[config.mk]
export PLATFORM = sky130hd
export DESIGN_NAME = bram_fifo
export DESIGN_NICKNAME = d
export VERILOG_FILES = /design/src/rtl/bram_fifo_pkg.sv /design/src/rtl/bram_fifo_sdp_ram.sv /design/src/rtl/bram_fifo.sv
export SDC_FILE = /design/constraint.sdc
export NUM_CORES = 1
export LEC_CHECK = 0
export ABC_CLOCK_PERIOD_IN_PS = 4250
export CAP_MARGIN = 20
export CORE_UTILIZATION = 44
export CTS_CLUSTER_SIZE = 24
export DETAILED_ROUTE_END_ITERATION = 16
export SKIP_CTS_REPAIR_TIMING = 1
export SYNTH_ARGS = -nofsm -noshare
export SYNTH_HDL_FRONTEND = slang
export SYNTH_SLANG_ARGS = --single-unit
export TNS_END_PERCENT = 5
[constraint.sdc]
create_clock -name clk -period 4.25 [get_ports clk]
set_input_delay 0.6375 -clock clk [delete_from_list [all_inputs] [get_ports clk]]
set_output_delay 0.6375 -clock clk [all_outputs]
set_load 0.02 [all_outputs]
[src/rtl/bram_fifo_pkg.sv]
// Shared definitions for the block-RAM FIFO slice: default frame-buffer word
// width and an elaboration-time log2 helper.
package bram_fifo_pkg;

  localparam int FB_DATA_W = 16;

  function automatic int clog2_f(input int n);
    int r;
    r = 0;
    while ((1 << r) < n) r++;
    return r;
  endfunction

endpackage

[src/rtl/bram_fifo_sdp_ram.sv]
// Simple dual-port RAM, one clock, registered read; infers as block RAM and
// can stand in for a bare single-clock bRAM.
module sdp_ram #(
  parameter int DATA_W = 16,
  parameter int ADDR_W = 4
) (
  input  logic              clk,
  input  logic              we,
  input  logic [ADDR_W-1:0] waddr,
  input  logic [DATA_W-1:0] wdata,
  input  logic [ADDR_W-1:0] raddr,
  input  logic              re,
  output logic [DATA_W-1:0] rdata
);

  logic [DATA_W-1:0] mem [0:(1<<ADDR_W)-1];

  always_ff @(posedge clk) begin
    if (we) mem[waddr] <= wdata;
  end

  always_ff @(posedge clk) begin
    if (re) rdata <= mem[raddr];
  end

endmodule

[src/rtl/bram_fifo.sv]
// Single-clock FIFO on an inferred SDP block RAM with valid/ready on both
// sides and a two-entry first-word-fall-through output stage.
module bram_fifo
  import bram_fifo_pkg::*;
#(
  parameter int DATA_W   = FB_DATA_W,
  parameter int ADDR_W   = 4,
  parameter int AFULL_TH = 12
) (
  input  logic              clk,
  input  logic              rst,
  input  logic              s_valid,
  output logic              s_ready,
  input  logic [DATA_W-1:0] s_data,
  output logic              m_valid,
  input  logic              m_ready,
  output logic [DATA_W-1:0] m_data,
  output logic [ADDR_W:0]   count,
  output logic              empty,
  output logic              full,
  output logic              almost_full,
  output logic              overflow
);

  localparam int DEPTH = 1 << ADDR_W;
  localparam logic [ADDR_W:0]   DEPTH_C = (ADDR_W+1)'(DEPTH);
  localparam logic [ADDR_W:0]   AFULL_C = (ADDR_W+1)'(AFULL_TH);
  localparam logic [ADDR_W:0]   CNT_ONE = (ADDR_W+1)'(1);
  localparam logic [ADDR_W-1:0] PTR_ONE = ADDR_W'(1);

  logic [ADDR_W-1:0] wr_ptr, rd_ptr;
  logic [ADDR_W:0]   count_q, ram_cnt;
  logic              ovf_q;
  logic              push, pop, issue;
  logic [2:0]        pend;

  logic              rd_vld_p1;
  logic [DATA_W-1:0] rdata_p1;

  logic              head_vld_p2, skid_vld_p2;
  logic [DATA_W-1:0] head_data_p2, skid_data_p2;
  logic              head_vld_n, skid_vld_n;
  logic [DATA_W-1:0] head_data_n, skid_data_n;

  assign full        = (count_q == DEPTH_C);
  assign empty       = (count_q == '0);
  assign almost_full = (count_q >= AFULL_C);
  assign s_ready     = ~full;
  assign count       = count_q;
  assign overflow    = ovf_q;
  assign m_valid     = head_vld_p2;
  assign m_data      = head_data_p2;

  assign push = s_valid && s_ready;
  assign pop  = head_vld_p2 && m_ready;

  // Words already committed to the output stage, including one still in the RAM read.
  assign pend  = {2'b0, head_vld_p2} + {2'b0, skid_vld_p2} + {2'b0, rd_vld_p1};
  assign issue = (ram_cnt != '0) && (pend < (3'd2 + {2'b0, pop}));

  // ---- stage p0 -> p1: RAM write and read issue ----
  sdp_ram #(
    .DATA_W (DATA_W),
    .ADDR_W (ADDR_W)
  ) u_ram (
    .clk   (clk),
    .we    (push),
    .waddr (wr_ptr),
    .wdata (s_data),
    .raddr (rd_ptr),
    .re    (issue),
    .rdata (rdata_p1)
  );

  always_ff @(posedge clk) begin
    if (rst) begin
      wr_ptr    <= '0;
      rd_ptr    <= '0;
      ram_cnt   <= '0;
      count_q   <= '0;
      rd_vld_p1 <= 1'b0;
      ovf_q     <= 1'b0;
    end else begin
      if (push)  wr_ptr <= wr_ptr + PTR_ONE;
      if (issue) rd_ptr <= rd_ptr + PTR_ONE;
      case ({push, issue})
        2'b10:   ram_cnt <= ram_cnt + CNT_ONE;
        2'b01:   ram_cnt <= ram_cnt - CNT_ONE;
        default: ram_cnt <= ram_cnt;
      endcase
      case ({push, pop})
        2'b10:   count_q <= count_q + CNT_ONE;
        2'b01:   count_q <= count_q - CNT_ONE;
        default: count_q <= count_q;
      endcase
      rd_vld_p1 <= issue;
      if (s_valid && !s_ready) ovf_q <= 1'b1;
    end
  end

  // ---- stage p1 -> p2: head/skid output buffer ----
  always_comb begin
    head_vld_n  = head_vld_p2 & ~pop;
    head_data_n = head_data_p2;
    skid_vld_n  = skid_vld_p2;
    skid_data_n = skid_data_p2;
    if (!head_vld_n && skid_vld_n) begin
      head_vld_n  = 1'b1;
      head_data_n = skid_data_p2;
      skid_vld_n  = 1'b0;
    end
    if (rd_vld_p1) begin
      if (!head_vld_n) begin
        head_vld_n  = 1'b1;
        head_data_n = rdata_p1;
      end else begin
        skid_vld_n  = 1'b1;
        skid_data_n = rdata_p1;
      end
    end
  end

  always_ff @(posedge clk) begin
    if (rst) begin
      head_vld_p2 <= 1'b0;
      skid_vld_p2 <= 1'b0;
    end else begin
      head_vld_p2 <= head_vld_n;
      skid_vld_p2 <= skid_vld_n;
    end
  end

  // m_data is visible on the port, so it is cleared with the control state.
  always_ff @(posedge clk) begin
    if (rst) begin
      head_data_p2 <= '0;
      skid_data_p2 <= '0;
    end else begin
      head_data_p2 <= head_data_n;
      skid_data_p2 <= skid_data_n;
    end
  end

endmodule

==> impl_results.md, run 1 <==
- Final slew viol count: 0
- Min Tclk post-route: 2.99 ns
- Root Buffer: clkbuf_16
- HP Class: reg -> reg
- Clock net sink count: 326
- Starting Density: approximately 45%
- Synth area leaders: edfxtp_1 (63%), dfxtp_1 (8.3%), mux4_2 (5.5%)
- CP max-delay cell: nor4_2
- R2R cell count: 11
- Final setup fails: 0
- CORE AREA: around 29000 sq um
- Total CTS buffers: 35
- Initial DRC Count: 505
- TritonRoute pass-1 iters: 5
- Vias in the first global route: 7162
- Placer's final routability congestion estimate: between 0.7 and 0.8
- N_diodes: 0
- Slew @ Worst Pin: about 1.0 ns
- Placed insts: around 1200
- Period utilization: 70.3%
- #FFs+latches synth: between 300 and 400
- Setup TNS: 0 ns
- Initial antenna violation count: 0
- Syn-to-layout area delta: 15.2%
- Detail Placement HPWL: around 16000 microns
- Post-synth EDFFs: 272
- H-tree levels: 2
- Routed wire per std cell: 21.7 microns
- RSZ-0062 raised after global routing: no
- Total gr overflow: 0
- CTS Buffer Depth: 3
- Final core utilization: about half
- First-pass GRT wire length: around 42000 microns
- CP endpoint kind: flip-flop
- All-layer global routing usage: a little under a fifth
- CTS clk-pin slew, worst paths: around 0.06 ns
- Final wirelength: approximately 27000 microns
- Non-Filler Instances: about 1300
- Worst Setup Path Type: reg -> reg
- Post-synth top area cell: edfxtp_1
- Synthesized area per cell: roughly 16 sq um
- I/O pins: between 40 and 50
- Max_cap viols: 0
- Synth Instances: about 790
- Final setup skew: between 0.01 and 0.015 ns
- Die width: approximately 170 microns
- Remaining design rule violation count: 0
- Synth unique cells: 46
- Vias: roughly 7000
- TritonCTS clock tree: yes
- Worst Path Required: 4.64 ns
- Yosys warning total: 0
- Hold path depth: 2
- Sequential share of the synthesized area: 71.0%
- Post-synth top area share: between 60% and 70%
- Worst path arrival time: roughly 3.4 ns
- Outcome: finished, final reports clean
- Mapped Area: roughly 13000 sq um
- Largest net degree at the start of global routing: 56
- Post-synth top cells: edfxtp_1 (272), mux2i_1 (68), nand2_1 (58)
- Total Power: about 8.6 mW
- Row Count: 62
- Net Count, Synth: ~830
- Count leader, synth: edfxtp_1
- Vias per cell: 5.52
- Peak supply drop: roughly 350 uV
- Async SR Flop Fraction: 0%
- PortBufs: 46
- Die ar.: 30300 sq um
- Crit-path cells: nor4_2 -> a21boi_2 -> inv_1 -> ha_1 -> inv_1 -> fa_1 -> nor2b_2 -> o21ai_2 -> nand3_1 -> or3b_1 -> mux2_1
- Crit path launch type: flip-flop
- Power Dens Cells: between 500 and 600 nW/um^2
- Die Ht: around 170 microns
- Clk_lat worst skew: between 0.5 and 0.6 ns
- Leak: 5.06 nW
- Layout cells sized above 1: between 15 and 20%
- Crit path largest cell delay: approximately 0.41 ns
- Hold Vio Cnt, Final: 0
- Nets@finish: roughly 890
- Final hold slack: around 0.45 ns
- CP max FO: 9
- Cell mode on critical path: inv_1
- Antenna-violating nets left: 0
- Fmax: 335 MHz
- Top FF cell, synth: edfxtp_1
- Rel. slew slack: between 30% and 40%
==> flip-flops by register name, summed over array words and instances, names as in the netlist <==
signal / flops
count: 5
rd_vld_p1: 1
m_data: 16
u_ram.rdata: 16
skid_vld_p2: 1
skid_data_p2: 16
ram_cnt: 5
overflow: 1
rd_ptr: 4
m_valid: 1
wr_ptr: 4
u_ram.mem: 256
==> worst max-delay path: cells and delay by family (launching register included) <==
kind,cells,cell delay (ns)
flip-flops,1,0.37
adder cells (fa/ha/maj),2,0.66
multiplexers,1,0.33
AND/OR/NAND/NOR,4,1.00
buffers and inverters,2,0.24
AO/OA/AOI/OAI,2,0.28
==> placed cells by master (no fill, tap or decap), types with 5 or more instances in the layout <==
master / instances
edfxtp_1: 272
mux2i_1: 68
nand2_1: 58
dfxtp_1: 52
nor2_1: 51
clkdlybuf4s50_1: 45
a21oi_1: 44
clkbuf_16: 35
o21ai_0: 34
mux4_2: 32
buf_4: 18
a22oi_1: 16
a211oi_1: 16
a221oi_2: 14
ha_1: 13
inv_1: 11
clkbuf_1: 11
mux2_2: 8
mux2_1: 7
xor2_1: 7
clkinv_2: 7
xnor2_1: 5
==> area by class of cell <==
cell class	instances	area (sq um)
Fill cell	2333	13900
Inverter	11	41.3
Multi-Input combinational cell	414	3470
Clock inverter	16	194
Tap cell	384	480
Timing Repair Buffer	67	651
Clock buffer	46	917
Sequential cell	326	9250
==> through the flow <==
step,area (sq um),setup slack [ns]
2_1_floorplan,13000,0.785
3_3_place_gp,13900,0.878
3_5_place_dp,13900,0.767
4_1_cts,15000,1.25
5_1_grt,15000,1.02
6_report,15000,1.26
==> per-layer routing <==
metal	up-vias	share of wire, %	global-route usage [%]
met4	0	1.9	4.86
met1	3574	44	26.0
met5	-	0	0
li1	3185	-	-
met3	45	5.3	3.02
met2	179	49	30.6
==> worst paths after layout <==
| kind | endpoint | slack (ns) | start |
|---|---|---|---|
| max | count[4]$_SDFFE_PP0P_ | 1.26 | count[0]$_SDFFE_PP0P_ |
| min | skid_data_p2[6]$_SDFFE_PP0P_ | 0.45 | skid_data_p2[6]$_SDFFE_PP0P_ |
| max reg2reg | count[4]$_SDFFE_PP0P_ | 1.26 | count[0]$_SDFFE_PP0P_ |
| min reg2reg | skid_data_p2[6]$_SDFFE_PP0P_ | 0.45 | skid_data_p2[6]$_SDFFE_PP0P_ |
==> cell families after synthesis <==
group / Yosys count / share of synthesized area, %
flip-flops: 326 / 71.0
adder cells (fa/ha/maj): 16 / 1.71
multiplexers: 117 / 12.3
AND/OR/NAND/NOR: 133 / 4.37
AO/OA/AOI/OAI: 136 / 7.29
buffers and inverters: 53 / 2.49
XOR/XNOR: 12 / 0.807
==> power breakdown <==
part | leakage [nW] | internal [mW] | total, mW | switching (mW)
logic | 1.60 | 0.790 | 1.72 | 0.928
clock network | 0.547 | 1.77 | 2.96 | 1.18
registers | 2.91 | 3.74 | 3.94 | 0.194
No activity file was read; power rests on OpenSTA's default activity.
==> inputs of run 2 (changes only) <==
- ABC_CLOCK_PERIOD_IN_PS: 4250 -> 2700
- clock period: 4.25 -> 2.7 ns (I/O delays scaled with it)
==> impl_results.md, run 2 (same netlist as run 1, synthesis figures left out) <==
- Fraction of power consumed by sequential logic: 44.9%
- Final hold slack: between 0.2 and 0.25 ns
- R2R cell count: 11
- Starting Density: 45.0%
- Final slew viol count: 0
- Placed insts: 1235
- Post-route cell area: 15300 sq um
- Worst path arrival time: around 3.1 ns
- H-tree levels: 2
- Remaining design rule violation count: 0
- Die Ht: ~170 microns
- Vias per cell: roughly 5.4
- Internal: between 10 and 15 mW
- RSZ-0062 raised after global routing: yes
- Most flop-heavy register: u_ram.mem
- HP Class: in -> reg
- Final core utilization: 53.0%
- Syn-to-layout area delta: 17.8%
- Total Power: around 14 mW
- Area occupied by multi-input gates: 3530 sq um
- TritonCTS clock tree: yes
- Detail Placement HPWL: between 15000 and 20000 microns
- Final setup skew: approximately 0.021 ns
- CP max FO: 5
- Total CTS buffers: 35
- Peak supply drop: around 690 uV
- Most common cell after layout, fill and taps aside: edfxtp_1
- Die width: between 150 and 200 microns
- Power Dens Cells: ~900 nW/um^2
- Setup WS post-layout: approximately 0.028 ns
- Non-Filler Instances: between 1000 and 1500
- Initial antenna violation count: 1
- Antenna-violating nets left: 0
- Min-Delay Endpoint: ram_cnt[2]$_SDFFE_PP0P_
- Reg2Reg Setup Slack: 0.03 ns
- Leak: about 5.2 nW
- Dpl ws: -0.205 ns
- CTS Buffer Depth: 3
- Final setup fails: 0
- Hold path startpoint: rst
- Vias in the first global route: roughly 7300
- Placer's final routability congestion estimate: ~0.74
- Hold Vio Cnt, Final: 0
- Post-DP Area: between 10000 and 15000 sq um
- Root Buffer: clkbuf_16
- Total gr overflow: 0
- Worst Setup Path Type: reg -> reg
- Final wirelength: ~27000 microns
- Setup TNS: 0 ns
- Switch Pwr: between 3 and 4 mW
- Clk_lat worst skew: 0.51 ns
- Hold path depth: 2
- Die ar.: a little over 30000 sq um
- Max FFs per register: 256
- All-layer global routing usage: a little under a fifth
- R2r endpoint: ram_cnt[4]$_SDFFE_PP0P_
- Largest net degree at the start of global routing: 45
- CORE AREA: just under 30000 sq um
- Min Tclk post-route: roughly 2.7 ns
- Crit path launch type: flip-flop
- Fill cells: 2285
- Routed wire per std cell: around 21 microns
- Clock net sink count: between 300 and 400
- Comb pwr share: 21.6%
- FF-to-FF Start: rd_vld_p1$_SDFF_PP0_
- Outcome: finished, final reports clean
- Slew @ Worst Pin: between 0.7 and 0.8 ns
- N_diodes: 0
- Net Sw Frac: between 20% and 30%
- Most frequent cells in the layout: edfxtp_1 (272), mux2i_1 (68), nand2_1 (58), buf_4 (53), nor2_1 (51)
- Nets@finish: a little over 900
- Seq. cell area: slightly above 9000 sq um
- Clock network fraction of total power: between 30% and 40%
- Worst Path Required: 3.14 ns
- Fmax: about 370 MHz
- I/O pins: 47
- Row Count: 62
- First-pass GRT wire length: about 42000 microns
- Layout cells sized above 1: around a fifth
- CTS clk-pin slew, worst paths: approximately 0.060 ns
- Rel. slew slack: between 50% and 60%
- Period utilization: 99.0%
- TritonRoute pass-1 iters: 4
- CP endpoint kind: flip-flop
- Initial DRC Count: a little under 600
- PortBufs: 46
- Max_cap viols: 0
- Vias: around 7000
## run 2: changes by cell type in the layout (fill, tap and decap cells not counted), moves of 2 or more
cell,before,now
buf_4,18,53
dfxtp_4,1,4
ha_1,13,10
inv_1,11,8
clkinv_1,1,3
clkinv_2,7,5
dfxtp_1,52,50
ha_4,0,2
inv_2,0,2
inv_6,3,1
## run 2: layout make-up
cell class | instances | share of cell area, %
multi-input combinational | 414 | 23.0
timing repair buffer | 102 | 5.90
clock inverter | 14 | 1.04
clock buffer | 48 | 6.23
sequential | 326 | 60.4
tap | 384 | 3.13
inverter | 11 | 0.286
## run 2: worst max-delay path by stage
| stage | startpoint | end | slack, ns | depth (start not counted) |
|---|---|---|---|---|
| finish | rd_vld_p1$_SDFF_PP0_ | ram_cnt[4]$_SDFFE_PP0P_ | 0.03 | 11 |
| global route | rd_vld_p1$_SDFF_PP0_ | ram_cnt[4]$_SDFFE_PP0P_ | -0.07 | 11 |
| CTS | rd_vld_p1$_SDFF_PP0_ | ram_cnt[4]$_SDFFE_PP0P_ | -0.01 | 11 |
| detailed placement | s_valid | count[4]$_SDFFE_PP0P_ | -0.20 | 11 |
| global placement | s_valid | count[4]$_SDFFE_PP0P_ | -0.11 | 11 |
| floorplan | skid_vld_p2$_SDFF_PP0_ | ram_cnt[4]$_SDFFE_PP0P_ | -0.1 | 11 |
## run 2: worst max-delay path: stages, from the launching register on
cell     delay (ns)
dfxtp_4        0.37
inv_2          0.06
fa_1           0.48
a31oi_4        0.18
a21oi_4        0.06
ha_4           0.18
fa_1           0.38
a21o_1         0.20
a21oi_2        0.16
xor2_1         0.10
or3_1          0.32
a21oi_1        0.12
## run 2: metal layers
metal | vias to the layer above | part of all wire [%] | wire length, microns | global-route usage (%)
li1 | 3251 | - | - | -
met1 | 3581 | 44 | 11900 | 24.3
met2 | 164 | 50 | 13600 | 30.9
met3 | 37 | 3.8 | 1040 | 2.58
met4 | 0 | 2.2 | 589 | 5.67
met5 | - | 0 | 0 | 0
## run 2: power by group through the flow
stage / combinational [mW] / clock [mW] / sequential, mW
after floorplan: 2.02 / 0 / 6.27
after global placement: 2.86 / 0 / 6.27
after detailed placement: 2.96 / 0 / 6.29
after CTS: 2.97 / 4.71 / 6.19
after global routing: 3.22 / 4.90 / 6.24
final: 2.98 / 4.62 / 6.19
==> inputs of run 3 (changes only) <==
- PLACE_DENSITY_LB_ADDON: unset -> 0.2
==> impl_results.md, run 3 (same netlist as run 1, synthesis figures left out) <==
- Outcome: finished, final reports clean
- Antenna-violating nets left: 0
- Post-route cell area: between 15000 and 20000 sq um
- Crit-path cells: inv_2 -> fa_1 -> a31oi_4 -> a21oi_4 -> ha_4 -> buf_4 -> ha_4 -> a21o_1 -> a21oi_2 -> xor2_1 -> or3_1 -> a21oi_1
- H-tree levels: 2
- Hold path startpoint: rst
- PortBufs: 46
- Most frequent cells in the layout: edfxtp_1 (272), mux2i_1 (68), nand2_1 (58), nor2_1 (51)
- Peak supply drop: ~480 uV
- Total gr overflow: 0
- Slew @ Worst Pin: ~0.80 ns
- Most common cell after layout, fill and taps aside: edfxtp_1
- Detail Placement HPWL: 17300 microns
- CTS Buffer Depth: 3
- Initial DRC Count: 501
- CP endpoint kind: flip-flop
- FF-to-FF Start: skid_vld_p2$_SDFF_PP0_
- Vias in the first global route: between 7000 and 8000
- Leak: around 5.3 nW
- Die width: ~170 microns
- Final slew viol count: 0
- Largest net degree at the start of global routing: 49
- Final wirelength: 27400 microns
- Dpl ws: -0.136 ns
- First-pass GRT wire length: between 40000 and 50000 microns
- Period utilization: a little over nine tenths
- Total Power: ~14 mW
- Worst path arrival time: between 3 and 4 ns
- CORE AREA: around 29000 sq um
- HP Class: in -> reg
- Worst Setup Path Type: reg -> reg
- Worst Path Required: between 3 and 4 ns
- Fmax: roughly 370 MHz
- I/O pins: 47
- Worst setup startpoint: skid_vld_p2$_SDFF_PP0_
- CTS clk-pin slew, worst paths: 0.06 ns
- Most flop-heavy register: u_ram.mem
- Placer's final routability congestion estimate: between 0.7 and 0.8
- Remaining design rule violation count: 0
- Max FFs per register: between 200 and 300
- Initial antenna violation count: 1
- Die ar.: roughly 30000 sq um
- RSZ-0062 raised after global routing: yes
- Clk_lat worst skew: around 0.5 ns
- All-layer global routing usage: a little under a fifth
- Layout cells sized above 1: 20.2%
- Final hold slack: slightly above 0.2 ns
- Hold Vio Cnt, Final: 0
- TritonRoute pass-1 iters: 5
- Setup WS post-layout: between 0.02 and 0.03 ns
- Syn-to-layout area delta: 18.2%
- Vias: 7054
- Row Count: a little over 60
- N_diodes: 0
- Min Tclk post-route: about 2.7 ns
- CP max-delay cell: fa_1
- WP buf/inv: 2
- Delay-heaviest family, CP: adder cells
- Fill cells: 2309
- Rel. slew slack: 46.6%
- Nets@finish: around 920
- Clock net sink count: between 300 and 400
- Final setup fails: 0
- Final setup skew: about 0.0085 ns
- Vias per cell: roughly 5.4
- Post-DP Area: between 10000 and 15000 sq um
- Crit path largest cell delay: between 0.5 and 0.6 ns
- Starting Density: around 45%
- Total CTS buffers: 35
- Max_cap viols: 0
- Cell mode on critical path: ha_4
- Routed wire per std cell: 21.1 microns
- Crit path launch type: flip-flop
- CP max FO: 5
- Root Buffer: clkbuf_16
- Power Dens Cells: around 910 nW/um^2
- Die Ht: 174 microns
- TritonCTS clock tree: yes
run 3: changes by cell type in the layout (fill, tap and decap cells not counted), sizes merged:
cell,change
bufinv,+2
clkbuf,-6
buf,-2
clkinv,+6
inv,-1
run 3: worst paths after layout:
path | endpoint | slack (ns) | cells past startpoint
worst max-delay path | ram_cnt[4]$_SDFFE_PP0P_ | 0.03 | 12
worst min register to register | skid_data_p2[0]$_SDFFE_PP0P_ | 0.46 | 2
worst max register to register | ram_cnt[4]$_SDFFE_PP0P_ | 0.03 | 12
worst min-delay path | count[1]$_SDFFE_PP0P_ | 0.20 | 2
run 3: worst reg2reg max path, cell delays in order, from the launching register on:
cell     delay, ns
dfxtp_4       0.38
inv_2         0.05
fa_1          0.53
a31oi_4       0.23
a21oi_4       0.06
ha_4          0.18
buf_4         0.15
ha_4          0.25
a21o_1        0.16
a21oi_2       0.12
xor2_1        0.08
or3_1         0.30
a21oi_1       0.12
run 3: metrics by stage:
| stage | util [%] | std cells | TNS [ns] |
|---|---|---|---|
| finish | 53.2 | 1298 | 0 |
| global placement | 49.1 | 1235 | -0.107 |
| detailed placement | 49.1 | 1235 | -0.179 |
| CTS | 53.1 | 1298 | 0 |
| floorplan | - | 793 | -0.185 |
| global route | 53.2 | 1298 | -0.0927 |
run 3: layout make-up:
type	instances	area [sq um]	area share, %
Clock buffer	42	945	6.14
Clock inverter	21	220	1.43
Inverter	11	43.8	0.285
Multi-Input combinational cell	414	3530	22.9
Sequential cell	326	9260	60.2
Tap cell	384	480	3.12
Timing Repair Buffer	100	911	5.92
run 3: layer usage:
layer,share of wire [%],GRT usage [%],vias up
li1,-,-,3255
met1,44,24.7,3560
met2,49,30.9,188
met3,4.8,3.26,51
met4,2.4,5.52,0
met5,0,0,-
run 3: report_power, final:
part | switching [mW] | internal [mW]
Clock | 1.83 | 2.96
Combinational | 1.61 | 1.40
Sequential | 0.256 | 5.90
Total | 3.69 | 10.3
